## config.mk

```make
export PLATFORM = sky130hd
export DESIGN_NAME = cpu_inst_queue
export DESIGN_NICKNAME = d
export VERILOG_FILES = /design/src/rtl/cpu_inst_queue.sv
export SDC_FILE = /design/constraint.sdc
export NUM_CORES = 1
export LEC_CHECK = 0
export CORE_AREA = 2 2 191 193
export CTS_BUF_LIST = sky130_fd_sc_hd__clkbuf_4
export CTS_CLUSTER_SIZE = 20
export DETAILED_ROUTE_END_ITERATION = 8
export DIE_AREA = 0 0 193 195
export MAX_ROUTING_LAYER = met4
export PLACE_DENSITY = 0.57
export SYNTH_ARGS = -nofsm -noshare
export SYNTH_HDL_FRONTEND = slang
export SYNTH_SLANG_ARGS = --single-unit
```

## constraint.sdc

```tcl
create_clock -name clk -period 2.9 [get_ports clk]
set_input_delay 0.725 -clock clk [delete_from_list [all_inputs] [get_ports clk]]
set_output_delay 0.725 -clock clk [all_outputs]
set_load 0.02 [all_outputs]
```

## src/rtl/cpu_inst_queue.sv

```systemverilog
// rtl/cpu_inst_queue.sv - instruction queue with RV32I head decode; optional bypass via CPU_IQ_BYPASS_EN
module cpu_inst_queue #(
  parameter int DEPTH    = 4,
  parameter int PC_WIDTH = 32
) (
  input  logic                  clk,
  input  logic                  rst,
  input  logic                  flush,
  input  logic                  push_valid,
  output logic                  push_ready,
  input  logic [31:0]           push_inst,
  input  logic [PC_WIDTH-1:0]   push_pc,
  output logic                  pop_valid,
  input  logic                  pop_ready,
  output logic [31:0]           head_inst,
  output logic [PC_WIDTH-1:0]   head_pc,
  output logic [4:0]            rd,
  output logic [4:0]            rs1,
  output logic [4:0]            rs2,
  output logic [9:0]            funct,
  output logic [31:0]           imm,
  output logic                  inst_lui,
  output logic                  inst_auipc,
  output logic                  inst_jal,
  output logic                  inst_jalr,
  output logic                  inst_branch,
  output logic                  inst_load,
  output logic                  inst_store,
  output logic                  inst_arlog_imm,
  output logic                  inst_arlog,
  output logic                  inst_misc_mem,
  output logic                  inst_system,
  output logic                  inst_illegal,
  output logic [$clog2(DEPTH):0] count
);

  localparam int AW = $clog2(DEPTH);
  localparam int CW = AW + 1;

  localparam logic [6:0] OP_LUI       = 7'b0110111;
  localparam logic [6:0] OP_AUIPC     = 7'b0010111;
  localparam logic [6:0] OP_JAL       = 7'b1101111;
  localparam logic [6:0] OP_JALR      = 7'b1100111;
  localparam logic [6:0] OP_BRANCH    = 7'b1100011;
  localparam logic [6:0] OP_LOAD      = 7'b0000011;
  localparam logic [6:0] OP_STORE     = 7'b0100011;
  localparam logic [6:0] OP_ARLOG_IMM = 7'b0010011;
  localparam logic [6:0] OP_ARLOG     = 7'b0110011;
  localparam logic [6:0] OP_MISC_MEM  = 7'b0001111;
  localparam logic [6:0] OP_SYSTEM    = 7'b1110011;

  logic [31:0]         r_mem_inst [DEPTH];
  logic [PC_WIDTH-1:0] r_mem_pc   [DEPTH];
  logic [AW-1:0]       r_wptr;
  logic [AW-1:0]       r_rptr;
  logic [CW-1:0]       r_count;

  logic                w_empty;
  logic                w_full;
  logic                w_bypass;
  logic                w_pop_fire;
  logic                w_push_fire;
  logic                w_write;
  logic                w_read;
  logic [31:0]         w_hi;
  logic [2:0]          w_f3;

  assign w_empty = (r_count == '0);
  assign w_full  = (r_count == CW'(DEPTH));

`ifdef CPU_IQ_BYPASS_EN
  // An empty queue forwards the incoming word straight to the head.
  assign w_bypass = w_empty && push_valid && !rst;
`else
  assign w_bypass = 1'b0;
`endif

  assign push_ready  = !w_full;
  assign pop_valid   = !w_empty || w_bypass;
  assign w_pop_fire  = pop_valid && pop_ready && !flush;
  assign w_push_fire = push_valid && !w_full && !flush;
  // A bypassed word that is consumed in the same cycle never touches storage.
  assign w_write     = w_push_fire && !(w_bypass && pop_ready);
  assign w_read      = w_pop_fire && !w_bypass;

  assign w_hi      = w_bypass ? push_inst : r_mem_inst[r_rptr];
  assign head_inst = w_hi;
  assign head_pc   = w_bypass ? push_pc : r_mem_pc[r_rptr];
  assign count     = r_count;
  assign w_f3      = w_hi[14:12];

  // Entry storage; deliberately not reset, validity is tracked by count.
  always_ff @(posedge clk) begin
    if (w_write) begin
      r_mem_inst[r_wptr] <= push_inst;
      r_mem_pc[r_wptr]   <= push_pc;
    end
  end

  // Pointer and occupancy bookkeeping; flush wins over any handshake.
  always_ff @(posedge clk or posedge rst) begin
    if (rst) begin
      r_wptr  <= '0;
      r_rptr  <= '0;
      r_count <= '0;
    end else if (flush) begin
      r_wptr  <= '0;
      r_rptr  <= '0;
      r_count <= '0;
    end else begin
      if (w_write) r_wptr <= r_wptr + AW'(1);
      if (w_read)  r_rptr <= r_rptr + AW'(1);
      case ({w_write, w_read})
        2'b10:   r_count <= r_count + CW'(1);
        2'b01:   r_count <= r_count - CW'(1);
        default: r_count <= r_count;
      endcase
    end
  end

  // Combinational decode of the head word, all zero while no head is valid.
  always_comb begin
    inst_lui       = 1'b0;
    inst_auipc     = 1'b0;
    inst_jal       = 1'b0;
    inst_jalr      = 1'b0;
    inst_branch    = 1'b0;
    inst_load      = 1'b0;
    inst_store     = 1'b0;
    inst_arlog_imm = 1'b0;
    inst_arlog     = 1'b0;
    inst_misc_mem  = 1'b0;
    inst_system    = 1'b0;
    inst_illegal   = 1'b0;
    rd             = 5'd0;
    rs1            = 5'd0;
    rs2            = 5'd0;
    funct          = 10'd0;
    imm            = 32'd0;
    if (pop_valid) begin
      rd         = w_hi[11:7];
      rs1        = w_hi[19:15];
      rs2        = w_hi[24:20];
      funct[2:0] = w_f3;
      case (w_hi[6:0])
        OP_LUI: begin
          inst_lui = 1'b1;
          imm      = {w_hi[31:12], 12'b0};
        end
        OP_AUIPC: begin
          inst_auipc = 1'b1;
          imm        = {w_hi[31:12], 12'b0};
        end
        OP_JAL: begin
          inst_jal = 1'b1;
          imm      = {{12{w_hi[31]}}, w_hi[19:12], w_hi[20], w_hi[30:21], 1'b0};
        end
        OP_JALR: begin
          inst_jalr = 1'b1;
          imm       = {{20{w_hi[31]}}, w_hi[31:20]};
        end
        OP_BRANCH: begin
          inst_branch = 1'b1;
          imm         = {{20{w_hi[31]}}, w_hi[7], w_hi[30:25], w_hi[11:8], 1'b0};
        end
        OP_LOAD: begin
          inst_load = 1'b1;
          imm       = {{20{w_hi[31]}}, w_hi[31:20]};
        end
        OP_STORE: begin
          inst_store = 1'b1;
          imm        = {{21{w_hi[31]}}, w_hi[30:25], w_hi[11:7]};
        end
        OP_ARLOG_IMM: begin
          inst_arlog_imm = 1'b1;
          imm            = {{20{w_hi[31]}}, w_hi[31:20]};
          // Only the shift-immediate forms carry a meaningful funct7.
          if (w_f3 == 3'b001 || w_f3 == 3'b101) funct[9:3] = w_hi[31:25];
        end
        OP_ARLOG: begin
          inst_arlog = 1'b1;
          funct[9:3] = w_hi[31:25];
        end
        OP_MISC_MEM: begin
          inst_misc_mem = 1'b1;
        end
        OP_SYSTEM: begin
          inst_system = 1'b1;
          imm         = {{20{w_hi[31]}}, w_hi[31:20]};
        end
        default: begin
          inst_illegal = 1'b1;
        end
      endcase
    end
  end

endmodule

```

==> metrics <==
Tmin final=3.802 ns; Final TNS setup=-64.25 ns; critical path data required time=2.17 ns; largest stage delay on the critical path=0.57 ns; Clock Latency Late Sink=0.67 ns; failing checks=setup timing; Slew @ Worst Pin=0.4768 ns; drt via density=4.488; sequential element share of the synthesized area=74.88%; syn_area_per_cell=19.41 µm²; PwrDens=874.8 mW/mm²; Setup CP Type=flip-flop to output pin; Pleak=5.732 nW; fin worst setup slack=-0.9021 ns; asr flop ratio synth=2.662%; Die ar.=0.03764 mm²; worst path cell trace=buf_12 > mux4_2 > nand4bb_4 > buf_6 > or4_4 > buf_12 > nor2_4 > buf_6; final number of hold-violating endpoints=0; reg2reg start=count[1]$_DFFE_PP0P_; PortBufs=206; clk sink count=263; gpl congestion=0.8276; DR vias=6526; Tcrit/Tclk final=131.1%; Root Driver=clkbuf_4; synth warn=0; Netlist Area Pre-Place=0.01050 mm²; flops & latches, synth=263; crit path to=funct[7]; Post-route DRC=0; Slew headroom=67.94%; max frequency=0.2630 GHz; area grow syn2layout=53.15%; Die Y=195 µm; core area=0.03540 mm²; met3 WL=2146 µm; flop-to-flop setup slack=0.67 ns; CTS H-tree depth=3; first-pass GRT wire length=41020 µm; CTS tree=built; Worst Path Arrival=3.08 ns; critical path's slowest cell=mux4_2; skew final=0.04124 ns; DR pass1 iterations=4; DR iter-0 viols=243; vias in the first global route=7028; Syn Nets=615; grt ovf=0; maximum vdd drop=0.4580 mV; Worst setup SP type=flip-flop; Hold Slack=0.3258 ns; most common cell after layout, fill and taps aside=edfxtp_1; Overall Global Routing Usage=15.11%; effective utilization at floorplan=29.66%; most frequent cells in the layout=edfxtp_1, buf_6, clkbuf_4; Critical Path Sink Type=output pin; Clock Tree Buf Depth=3; max cap viols=0; initial antenna violation count=5; worst slack at placement=-0.8662 ns; clock slew at reported path FFs=0.06 ns; antenna viol nets, final=0; nets@finish=1009; RSZ-0062 raised after global routing=yes; Synth cell types=48; top_reg_cell synth=edfxtp_1; maximum number of pins on one net before global-route repair=35; CP max FO=8; I/O Pins=207; reg2reg end=count[2]$_DFFE_PP0P_; WL/cell=19.09 µm; routed wire length=27760 µm; final core utilization=45.43%; Syn Inst Count=541; Min-Delay Path Class=input port to asynchronous set/reset pin; die width=193 µm; CTS Hold Bufs=0; Core Rows=69; Worst Setup SP=r_rptr[0]$_DFFE_PP0P_; Met2 Wirelength=13970 µm; metal1 wirelength=11190 µm; Max Slew Vio Count=0; Final HPWL DP=18110 µm; share of cells above drive strength 1=53.04%; Top Metal Used=met4; total clock buffers created by CTS=71; EDFF count, synth=256; status=finished, violations left; reg2reg path depth=8; final setup fails=127
[registers in the layout, summed over array words and instances (netlist names)]
| register | count |
|---|---|
| r_mem_inst | 128 |
| r_wptr | 2 |
| count | 3 |
| r_mem_pc | 128 |
| r_rptr | 2 |
[stage by stage]
stage	std cells	instance area (µm²)	total power [mW]
floorplan	541	10750	7.342
global placement	1272	14110	9.986
detailed placement	1272	14110	10.00
CTS	1436	15730	14.04
global route	1454	16080	14.86
finish	1454	16080	14.07
[worst min-delay path by stage]
stage | from | end | slack (ns)
final | rst | count[2]$_DFFE_PP0P_ | 0.33
after global placement | r_wptr[1]$_DFFE_PP0P_ | r_wptr[1]$_DFFE_PP0P_ | 0.58
after detailed placement | r_wptr[1]$_DFFE_PP0P_ | r_wptr[1]$_DFFE_PP0P_ | 0.59
after floorplan | rst | count[0]$_DFFE_PP0P_ | 0.53
after global routing | rst | count[0]$_DFFE_PP0P_ | 0.26
after CTS | rst | count[2]$_DFFE_PP0P_ | 0.25
[layout make-up]
cell class | count | area, µm²
fill | 3158 | 19320
sequential | 263 | 7870
timing repair buffer | 350 | 3567
multi-input combinational | 236 | 3052
clock buffer | 111 | 833.3
tap | 461 | 576.8
clock inverter | 15 | 120.1
inverter | 13 | 48.80
antenna | 5 | 12.51
[critical path, delay by kind of cell, from the launching register on]
| kind | cells | cell delay [ns] |
|---|---|---|
| and+or+nand+nor | 3 | 0.84 |
| DFF | 1 | 0.43 |
| muxes | 1 | 0.57 |
| buffers and inverters | 4 | 0.57 |
[synth_stat cells, types with 2 or more instances]
library cell	n	area, µm²
a21oi_1	18	90.09
and2_1	15	93.84
buf_1	3	11.26
buf_2	13	65.06
buf_6	2	22.52
clkbuf_1	11	41.29
dfrtp_1	7	175.2
edfxtp_1	256	7687
ha_1	4	50.05
inv_1	13	48.80
mux2i_1	3	30.03
mux4_1	2	52.55
mux4_2	62	1396
nand2_1	28	105.1
nand2b_1	5	31.28
nand3_1	3	15.01
nor2_1	24	90.09
nor2_2	7	43.79
nor2b_1	2	12.51
nor3_1	12	60.06
nor4_1	3	18.77
o21ai_0	14	70.07
o21ai_1	2	10.01
o21bai_1	2	15.01
o22ai_1	2	12.51
o31ai_1	2	15.01
or2_1	2	12.51
xnor2_1	2	17.52
xor2_1	3	26.28
[logic make-up after synthesis]
kind of cell | count (synthesis) | share of synthesized area [%]
DFF | 263 | 74.88
buffers and inverters | 42 | 1.799
xor gates and xnor gates | 5 | 0.4171
AOI/OAI and AO/OA | 47 | 2.693
adders and majority gates | 5 | 0.6673
muxes | 67 | 14.08
and+or+nand+nor | 112 | 5.458
[per-layer routing]
metal | global-route usage [%] | up-vias
met4 | 4.798 | 0
met3 | 4.960 | 34
met1 | 17.26 | 3221
li1 | - | 3035
met2 | 25.09 | 236
met5 | - | -
[power breakdown]
part / leakage (nW) / switching, mW / internal [mW]
Sequential: 2.41 / 0.0821 / 4.46
Clock: 0.566 / 1.46 / 1.92
Combinational: 2.75 / 3.19 / 2.97
[timing repair]
action | 4_1_cts | 5_1_grt
resized for setup | 640 | 124
setup endpoints to repair | 135 | 132
cloned | 3 | 0
pin swaps | 18 | 25
buffers inserted | 37 | 21
No activity file was read; power rests on OpenSTA's default activity.
